<file path="src/rtl/keypad_if.sv">
// Keypad matrix lines plus the accepted-key outputs of keypad_scanner.
// The scanner takes the master modport; the consumer of key codes takes slave.
interface keypad_if;
  logic [3:0] row;
  logic [3:0] col;
  logic [3:0] key_code;
  logic       key_valid;
  logic       key_held;

  modport master (
    input  row,
    output col,
    output key_code,
    output key_valid,
    output key_held
  );

  modport slave (
    output row,
    input  col,
    input  key_code,
    input  key_valid,
    input  key_held
  );
endinterface

</file>
<file path="src/rtl/keypad_scanner.sv">
// 4x4 matrix keypad scanner with whole-scan debounce and hex encoding.
// Define KEYPAD_REPEAT_EN to add auto-repeat of key_valid while a key is held.
module keypad_scanner #(
  parameter int CLK_PER_COL        = 100_000,
  parameter int DEBOUNCE_SCANS     = 4,
  parameter int REPEAT_DELAY_SCANS = 125,
  parameter int REPEAT_RATE_SCANS  = 25
) (
  input  logic     clk,
  input  logic     reset,
  keypad_if.master kp
);

  localparam int TW = (CLK_PER_COL > 1) ? $clog2(CLK_PER_COL) : 1;
  localparam int CW = $clog2(DEBOUNCE_SCANS + 1);
  localparam logic [TW-1:0] TICK_LAST = TW'(CLK_PER_COL - 1);
  localparam logic [CW-1:0] DEB_LAST  = CW'(DEBOUNCE_SCANS - 1);

  typedef enum logic [1:0] {IDLE, DEB_PRESS, PRESSED, DEB_RELEASE} state_t;

  logic [3:0]    rs_meta, rs;
  logic [TW-1:0] tick;
  logic [1:0]    c;
  logic [15:0]   image;
  logic          scan_done;
  state_t        state;
  logic [CW-1:0] cnt;
  logic [3:0]    cand;
  logic [1:0]    ones;
  logic [3:0]    hit_idx;
  logic [3:0]    hit_code;
  logic          hit_none, hit_single;

  // Image bit 4*c+r corresponds to row r of column c.
  function automatic logic [3:0] key_map(input logic [3:0] idx);
    case (idx)
      4'd0:  key_map = 4'h1;  4'd1:  key_map = 4'h4;
      4'd2:  key_map = 4'h7;  4'd3:  key_map = 4'h0;
      4'd4:  key_map = 4'h2;  4'd5:  key_map = 4'h5;
      4'd6:  key_map = 4'h8;  4'd7:  key_map = 4'hF;
      4'd8:  key_map = 4'h3;  4'd9:  key_map = 4'h6;
      4'd10: key_map = 4'h9;  4'd11: key_map = 4'hE;
      4'd12: key_map = 4'hA;  4'd13: key_map = 4'hB;
      4'd14: key_map = 4'hC;  default: key_map = 4'hD;
    endcase
  endfunction

  assign kp.col = ~(4'b0001 << c);

  // Rows are sampled at the last tick of a column, long after the 2-flop sync settles.
  always_ff @(posedge clk or posedge reset) begin
    if (reset) begin
      rs_meta   <= '1;
      rs        <= '1;
      tick      <= '0;
      c         <= '0;
      image     <= '0;
      scan_done <= 1'b0;
    end else begin
      rs_meta   <= kp.row;
      rs        <= rs_meta;
      scan_done <= (tick == TICK_LAST) && (c == 2'd3);
      if (tick == TICK_LAST) begin
        tick                  <= '0;
        image[{c, 2'b00} +: 4] <= ~rs;
        c                     <= c + 2'd1;
      end else begin
        tick <= tick + 1'b1;
      end
    end
  end

  always_comb begin
    ones    = '0;
    hit_idx = '0;
    for (int unsigned i = 0; i < 16; i++) begin
      if (image[i]) begin
        if (ones != 2'd2) ones = ones + 2'd1;
        hit_idx = 4'(i);
      end
    end
    hit_none   = (ones == 2'd0);
    hit_single = (ones == 2'd1);
    hit_code   = key_map(hit_idx);
  end

`ifdef KEYPAD_REPEAT_EN
  localparam int RMAX = (REPEAT_DELAY_SCANS > REPEAT_RATE_SCANS) ?
                        REPEAT_DELAY_SCANS : REPEAT_RATE_SCANS;
  localparam int RW = $clog2(RMAX + 1);
  localparam logic [RW-1:0] DELAY_LAST = RW'(REPEAT_DELAY_SCANS - 1);
  localparam logic [RW-1:0] RATE_LAST  = RW'(REPEAT_RATE_SCANS - 1);
  logic [RW-1:0] rep_cnt;
  logic          rep_rate;
`else
  localparam int unused_repeat = REPEAT_DELAY_SCANS + REPEAT_RATE_SCANS;
`endif

  always_ff @(posedge clk or posedge reset) begin
    if (reset) begin
      state        <= IDLE;
      cnt          <= '0;
      cand         <= '0;
      kp.key_code  <= '0;
      kp.key_valid <= 1'b0;
      kp.key_held  <= 1'b0;
`ifdef KEYPAD_REPEAT_EN
      rep_cnt      <= '0;
      rep_rate     <= 1'b0;
`endif
    end else begin
      kp.key_valid <= 1'b0;
`ifdef KEYPAD_REPEAT_EN
      // Repeat state only lives across PRESSED/DEB_RELEASE; any other state clears it.
      if (state == IDLE || state == DEB_PRESS) begin
        rep_cnt  <= '0;
        rep_rate <= 1'b0;
      end
`endif
      if (scan_done) begin
        case (state)
          IDLE: begin
            if (hit_single) begin
              cand <= hit_code;
              if (DEBOUNCE_SCANS == 1) begin
                kp.key_code  <= hit_code;
                kp.key_valid <= 1'b1;
                kp.key_held  <= 1'b1;
                cnt          <= '0;
                state        <= PRESSED;
              end else begin
                cnt   <= CW'(1);
                state <= DEB_PRESS;
              end
            end
          end
          DEB_PRESS: begin
            if (hit_single && hit_code == cand) begin
              if (cnt == DEB_LAST) begin
                kp.key_code  <= cand;
                kp.key_valid <= 1'b1;
                kp.key_held  <= 1'b1;
                cnt          <= '0;
                state        <= PRESSED;
              end else begin
                cnt <= cnt + 1'b1;
              end
            end else if (hit_single) begin
              cand <= hit_code;
              cnt  <= CW'(1);
            end else begin
              cnt   <= '0;
              state <= IDLE;
            end
          end
          PRESSED: begin
            if (hit_none) begin
              if (DEBOUNCE_SCANS == 1) begin
                kp.key_held <= 1'b0;
                cnt         <= '0;
                state       <= IDLE;
              end else begin
                cnt   <= CW'(1);
                state <= DEB_RELEASE;
              end
            end else begin
`ifdef KEYPAD_REPEAT_EN
              if ((!rep_rate && rep_cnt == DELAY_LAST) ||
                  (rep_rate && rep_cnt == RATE_LAST)) begin
                kp.key_valid <= 1'b1;
                rep_cnt      <= '0;
                rep_rate     <= 1'b1;
              end else begin
                rep_cnt <= rep_cnt + 1'b1;
              end
`endif
            end
          end
          DEB_RELEASE: begin
            if (hit_none) begin
              if (cnt == DEB_LAST) begin
                kp.key_held <= 1'b0;
                cnt         <= '0;
                state       <= IDLE;
              end else begin
                cnt <= cnt + 1'b1;
              end
            end else begin
              cnt   <= '0;
              state <= PRESSED;
            end
          end
          default: state <= IDLE;
        endcase
      end
    end
  end

endmodule
</file>
<file path="src/flat_wrapper.sv">
// flat-port wrapper written by rule: the top's interface ports become plain ports
module keypad_scanner_flat 
#(
  parameter int CLK_PER_COL        = 100_000,
  parameter int DEBOUNCE_SCANS     = 4,
  parameter int REPEAT_DELAY_SCANS = 125,
  parameter int REPEAT_RATE_SCANS  = 25
)
  (clk, reset, kp_row, kp_col, kp_key_code, kp_key_valid, kp_key_held);
  keypad_if kp_i ();
  input  logic clk;
  input  logic reset;
  input wire logic [$bits(kp_i.row)-1:0] kp_row;
  output wire logic [$bits(kp_i.col)-1:0] kp_col;
  output wire logic [$bits(kp_i.key_code)-1:0] kp_key_code;
  output wire logic [$bits(kp_i.key_valid)-1:0] kp_key_valid;
  output wire logic [$bits(kp_i.key_held)-1:0] kp_key_held;
  assign kp_i.row = kp_row;
  assign kp_col = kp_i.col;
  assign kp_key_code = kp_i.key_code;
  assign kp_key_valid = kp_i.key_valid;
  assign kp_key_held = kp_i.key_held;
  keypad_scanner #(.CLK_PER_COL(CLK_PER_COL), .DEBOUNCE_SCANS(DEBOUNCE_SCANS), .REPEAT_DELAY_SCANS(REPEAT_DELAY_SCANS), .REPEAT_RATE_SCANS(REPEAT_RATE_SCANS)) u_core (.clk(clk), .reset(reset), .kp(kp_i));
endmodule
</file>
<file path="config.mk">
export PLATFORM = sky130hd
export DESIGN_NAME = keypad_scanner_flat
export DESIGN_NICKNAME = d
export VERILOG_FILES = /design/src/rtl/keypad_if.sv /design/src/rtl/keypad_scanner.sv /design/src/flat_wrapper.sv
export SDC_FILE = /design/constraint.sdc
export NUM_CORES = 1
export LEC_CHECK = 0
export ABC_CLOCK_PERIOD_IN_PS = 8000
export BUFFER_PORTS_ARGS = -buffer_cell sky130_fd_sc_hd__buf_4
export CORE_MARGIN = 3
export CORE_UTILIZATION = 35
export DETAILED_ROUTE_END_ITERATION = 16
export PLACE_DENSITY_LB_ADDON = 0.2
export SYNTH_ARGS = -nofsm -noshare
export SYNTH_HDL_FRONTEND = slang
export SYNTH_SLANG_ARGS = --single-unit
</file>
<file path="constraint.sdc">
create_clock -name clk -period 8 [get_ports clk]
set_clock_uncertainty 0.15 [all_clocks]
set_input_delay 0.8 -clock clk [delete_from_list [all_inputs] [get_ports clk]]
set_output_delay 0.8 -clock clk [all_outputs]
set_load 0.005 [all_outputs]
</file>
==> impl_metrics.tcl, run 1 <==
set metrics [dict create \
    core-area_um2 12300 \
    crit_start "u_core.image[1]" \
    reg2reg_to "u_core.kp.key_code[2]" \
    r2r_cells 26 \
    yosysWarningCount 0 \
    required_ps 8050 \
    endpoint_kind "register" \
    pin_count 16 \
    tns_ps 0 \
    max_freq_mhz 135 \
    worst-setup-path-type "reg2reg" \
    antenna_found_initial 0 \
    avgSynthCellArea_um2 9.00 \
    setup_viol 0 \
    cpMostUsedCell "ha_1" \
    worstSetupStartpointType "register" \
    reg2reg_from "u_core.image[1]" \
    fin_area_um2 5070 \
    synth-edff-count 0 \
    cp-endpoint "u_core.kp.key_code[2]" \
    p_leak_nw 2.13 \
    intPower_mw 0.562 \
    placed_cells 661 \
    rows 40 \
    vias 3681 \
    grt_max_degree 60 \
    min_path_type "reg2reg" \
    min_period_over_period_pct 92.5 \
    slew_viol_final 0 \
    synth_seq_cells 59 \
    grt-ovfl-total 0 \
    p_seq_share_pct 43.8 \
    p_total_mw 0.695 \
    power.density_nw_per_um2 137 \
    dieArea_um2 14200 \
    critPathTopFamily "compound AO/OA/AOI/OAI gates" \
    cts.sinks 59 \
    final_cell_mix "60 x nand2_1, 51 x dfrtp_1, 35 x nor2_1" \
    drive_gt1_share_pct 17.1 \
    fin_crit_ps 7400 \
    die_w_um 119 \
    whs_ps 204 \
    ys_types 84 \
    cts_max_level 3 \
    postPlaceCellArea_um2 4730 \
    area_growth_pct 12.9 \
    outcome "finished clean" \
    p_clk_share_pct 55.1 \
    p_sw_share_pct 19.2 \
    clock_path_buffers 2 \
    first_iter_violations 316 \
    grt_use_total_pct 13.9 \
    drc 0 \
    nets 525 \
    place_congestion 0.864 \
    die_y_um 119 \
    clock_latency_ps 320 \
    cpPeakStageDelay_ps 660 \
    power_frac_comb_pct 1.1 \
    synthArstFlopShare_pct 100 \
    wirelength_um 9560 \
    crit_fanout 9 \
    relSlewSlack_pct 46.4 \
    worst_slack_ps 599 \
    grt_pass1_wl_um 16900 \
    numCtsBuffers 9 \
    cts_tree "built" \
    final_common_cell "nand2_1" \
    io_buffers 15 \
    place_ws_ps 449 \
    worst-path-buf-inv 1 \
    initial_utilization_pct 36.6 \
    ant_nets 0 \
    synthFlopType "dfrtp_1" \
    synth_fp_nets 520 \
    hold_viol_final 0 \
    hpwl_um 7030 \
    hold_buffers 0 \
    fin_cells 677 \
    p_sw_mw 0.134 \
    synth_area_um2 4490 \
    cts_root_buffer "clkbuf_16" \
    clkTransAtPathRegs_ps 50 \
    arrival_ps 7450 \
    yosysSeqAreaShare_pct 33.1 \
    crit_path_top_delay_cell "or4b_1" \
    cp.depth 26 \
    drv_cap 0 \
    rsz0062_at_grt "no" \
    r2r_slack_ps 600 \
    vias_per_cell 5.44 \
    fillCellCount 1206 \
    vdd_drop_max_v 0.000139 \
    first_global_vias 3588 \
    dr.pass1.iters 4 \
    antenna_cells 0 \
    final_core_util_pct 41.4 \
    tightest_slew_ps 796 \
    netlist_instances 499 \
    wire_per_inst_um 14.1 \
]
synth_stat cells (5+ instances only):
| cell | number | share of area (%) |
|---|---|---|
| a211oi_1 | 6 | 1.0 |
| nor2_1 | 35 | 2.9 |
| and2_1 | 5 | 0.70 |
| xnor2_1 | 18 | 3.5 |
| nor3_1 | 11 | 1.2 |
| nor4_1 | 7 | 0.97 |
| nor2b_1 | 6 | 0.84 |
| inv_1 | 25 | 2.1 |
| or3_1 | 8 | 1.1 |
| dfrtp_1 | 51 | 28 |
| nand2_1 | 60 | 5.0 |
| xor2_1 | 17 | 3.3 |
| buf_2 | 6 | 0.67 |
| nand3_1 | 17 | 1.9 |
| mux2i_1 | 6 | 1.3 |
| mux2_2 | 8 | 2.0 |
| o31ai_1 | 21 | 3.5 |
| dfstp_2 | 8 | 4.7 |
| o21ai_0 | 18 | 2.0 |
| clkbuf_1 | 14 | 1.2 |
| a21oi_1 | 14 | 1.6 |
| o211ai_1 | 6 | 1.0 |
| ha_1 | 15 | 4.2 |
| a31oi_1 | 6 | 0.84 |
power by group through the flow:
stage | logic (mW) | registers [mW] | clock network (mW)
6_report | 0.00772 | 0.305 | 0.383
3_3_place_gp | 0.00812 | 0.309 | 0
2_1_floorplan | 0.00432 | 0.308 | 0
5_1_grt | 0.00925 | 0.305 | 0.407
3_5_place_dp | 0.00830 | 0.309 | 0
4_1_cts | 0.00834 | 0.304 | 0.395
kinds of logic (layout without fill, tap and decap cells):
group | count (synthesis) | after routing | share of synthesized area [%]
flip-flops | 59 | 59 | 33.1
buffers and inverters | 50 | 60 | 4.68
AND/OR/NAND/NOR | 180 | 180 | 20.2
adder cells (fa/ha/maj) | 15 | 15 | 4.18
XOR/XNOR | 35 | 35 | 6.82
AO/OA/AOI/OAI | 138 | 138 | 24.8
multiplexers | 22 | 22 | 6.18
layer usage:
metal / up-vias / wire length, µm / GRT usage (%)
li1: 1874 / - / -
met1: 1725 / 4800 / 19.0
met2: 70 / 4400 / 22.8
met3: 12 / 261 / 2.23
met4: 0 / 95 / 3.98
met5: - / 0 / 0
worst reg2reg max path, cell delays in order (launching register included):
cell       delay [ps]
dfrtp_1           410
inv_1              80
ha_1              400
or4b_1            670
o2111a_1          220
a22oi_1           360
a31oi_1           180
a211o_1           330
and4_1            200
a211o_1           240
a221o_2           430
a32oi_1           340
xnor2_1           210
a211oi_1          110
a31o_1            240
nor3_1            400
a211oi_1          140
a31o_2            250
ha_1              300
a2bb2oi_2         160
ha_1              180
nand2_1            70
nand2_1           120
a31oi_4            80
nor2_2            140
or4b_4            530
mux2_4            320
cell type report:
cell class,instances,area (µm²),share of cell area [%]
multi-input combinational,390,2840,56.0
timing repair buffer,17,128,2.52
clock inverter,4,48.8,0.962
tap,168,210,4.14
sequential,59,1490,29.3
clock buffer,12,256,5.06
inverter,27,101,2.00
worst min path at each step:
stage,slack [ps],cells after the start,end,startpoint
finish,200,0,u_core.rs[2],u_core.rs_meta[2]
global route,210,0,u_core.rs[2],u_core.rs_meta[2]
CTS,200,0,u_core.rs[2],u_core.rs_meta[2]
detailed placement,200,0,u_core.rs[2],u_core.rs_meta[2]
global placement,200,0,u_core.rs[0],u_core.rs_meta[0]
floorplan,200,0,u_core.rs[0],u_core.rs_meta[0]
state kept, by name (all words and copies together) (netlist names):
name,flops
u_core.cand,4
u_core.c,2
u_core.tick,17
u_core.rs,4
u_core.state,2
u_core.kp.key_held,1
u_core.scan_done,1
u_core.kp.key_code,4
u_core.cnt,3
u_core.image,16
u_core.kp.key_valid,1
u_core.rs_meta,4
repair_timing:
item,CTS,global route
buffers inserted,0,0
setup endpoints to repair,0,10
resized for setup,0,6
No activity file was read; power rests on OpenSTA's default activity.
==> inputs of run 2 (changes only) <==
- ABC_CLOCK_PERIOD_IN_PS: 8000 -> 9100
- TNS_END_PERCENT: unset -> 100
- clock period: 8 -> 9.1 ns (I/O delays scaled with it)
==> run 2 against run 1 <==
Net effect: wire length grew 0.44%; clock power shrank 22%; register-to-register slack gained 900 ps.
==> impl_metrics.tcl, run 2 (synthesis gave the netlist of run 1 again) <==
set metrics [dict create \
    cts_max_level 3 \
    worst-setup-path-type "reg2reg" \
    worstPathCellList "inv_1 -> ha_1 -> or4b_1 -> o211a_2 -> o22ai_1 -> a21oi_1 -> o41ai_2 -> o21ai_2 -> a2111oi_2 -> nor4_1 -> a21boi_0 -> a311o_1 -> o211a_1 -> o32a_1 -> xor2_1 -> nand3_1 -> a31o_2 -> ha_1 -> a2bb2oi_2 -> ha_1 -> inv_1 -> mux2i_1 -> or4b_1 -> mux2_4" \
    cpMostUsedCell "ha_1" \
    pin_count 16 \
    io_buffers 15 \
    p_leak_nw 2.10 \
    placed_cells 661 \
    rows 40 \
    numCtsBuffers 9 \
    cts_setup_buffers 0 \
    antenna_cells 0 \
    hpwl_um 7060 \
    drv_cap 0 \
    grt_pass1_wl_um 17100 \
    final_cell_mix "60 x nand2_1, 51 x dfrtp_1, 35 x nor2_1" \
    area_growth_pct 11.2 \
    place_congestion 0.864 \
    wirelength_um 9600 \
    fin_cells 677 \
    clock_path_buffers 2 \
    nets 525 \
    ant_nets 0 \
    setup_viol 0 \
    crit_fanout 14 \
    fillCellCount 1221 \
    fin_crit_ps 7600 \
    tightest_slew_ps 888 \
    first_iter_violations 353 \
    vdd_drop_max_v 0.000132 \
    tns_ps 0 \
    drc 0 \
    clkTransAtPathRegs_ps 50 \
    slew_viol_final 0 \
    worstSetupStartpointType "register" \
    grt_use_total_pct 14.1 \
    whs_ps 203 \
    antenna_found_initial 0 \
    first_global_vias 3578 \
    ctsResizeCount 0 \
    vias 3720 \
    crit_path_top_delay_cell "or4b_1" \
    largest_reg_flops 17 \
    die_w_um 119 \
    clock_latency_ps 320 \
    relSlewSlack_pct 39.1 \
    cts_tree "built" \
    cts.sinks 59 \
    final_common_cell "nand2_1" \
    dieArea_um2 14200 \
    cts_root_buffer "clkbuf_16" \
    core-area_um2 12300 \
    grt_max_degree 60 \
    grt-ovfl-total 0 \
    min_path_type "reg2reg" \
    drive_gt1_share_pct 15.7 \
    min_period_over_period_pct 83.6 \
    power.density_nw_per_um2 115 \
    regMostFlops "u_core.tick" \
    outcome "finished clean" \
    initial_utilization_pct 36.6 \
    max_freq_mhz 132 \
    hold_viol_final 0 \
    rsz0062_at_grt "no" \
    p_total_mw 0.574 \
    hold_buffers 0 \
    vias_per_cell 5.49 \
    dr.pass1.iters 5 \
    cpPeakStageDelay_ps 730 \
    endpoint_kind "register" \
    reg.largest.list "u_core.tick x17, u_core.image x16" \
    arrival_ps 7650 \
    die_y_um 119 \
    wire_per_inst_um 14.2 \
    required_ps 9150 \
]
==> run 2: cell count changes in the layout (fill, tap and decap cells not counted), sizes merged <==
cell and delta:
bufinv -1, clkbuf +1, clkinv -1, clkinvlp +1
==> run 2: metrics by stage <==
| stage | worst slack, ps | util [%] | instance area [µm²] |
|---|---|---|---|
| after global placement | 1700 | 38.6 | 4730 |
| after floorplan | 2300 | - | 4490 |
| after CTS | 1500 | 40.7 | 4990 |
| after detailed placement | 1530 | 38.6 | 4730 |
| final | 1500 | 40.7 | 4990 |
| after global routing | 766 | 40.7 | 4990 |
==> run 2: path summary, 6_finish.rpt <==
kind / start / to / slack, ps / depth (start not counted)
setup reg to reg: u_core.image[1] / u_core.kp.key_code[1] / 1500 / 24
hold reg to reg: u_core.rs_meta[1] / u_core.rs[1] / 200 / 0
max in group asynchronous: reset / u_core.image[2] / 7680 / 3
setup / recovery: u_core.image[1] / u_core.kp.key_code[1] / 1500 / 24
hold / removal: u_core.rs_meta[1] / u_core.rs[1] / 200 / 0
min in group asynchronous: reset / u_core.cnt[2] / 640 / 3
==> run 2: worst max-delay path: cells and delay by family, from the launching register on <==
family          cells  cell delay, ps
compound gates     12            3380
xor+xnor            1             230
fa+ha+maj           3             940
buf+inv             2             130
flops               1             410
mux                 2             620
simple gates        4            1630
==> run 2: cell type report <==
type	instances	area [µm²]	area share, %
inverters	27	101	2.03
well taps	168	210	4.21
clock buffers	13	250	5.01
multi-input cells	390	2800	56.1
repair buffers	17	128	2.56
clock inverters	3	17.5	0.351
flip-flops and latches	59	1490	29.8
==> run 2: layer usage <==
layer	vias to the layer above	track usage [%]	share of wire (%)
met2	69	22.2	46
li1	1880	-	-
met3	7	2.61	3.2
met1	1764	19.7	50
met4	0	4.27	0.72
met5	-	0	0
==> run 2: power by group <==
part           switching [mW]  leakage, nW  total, mW  internal (mW)
clock                   0.109        0.130      0.299          0.190
sequential            0.00166        0.783      0.268          0.266
combinational         0.00506         1.18    0.00671        0.00165
total                   0.116         2.10      0.574          0.458
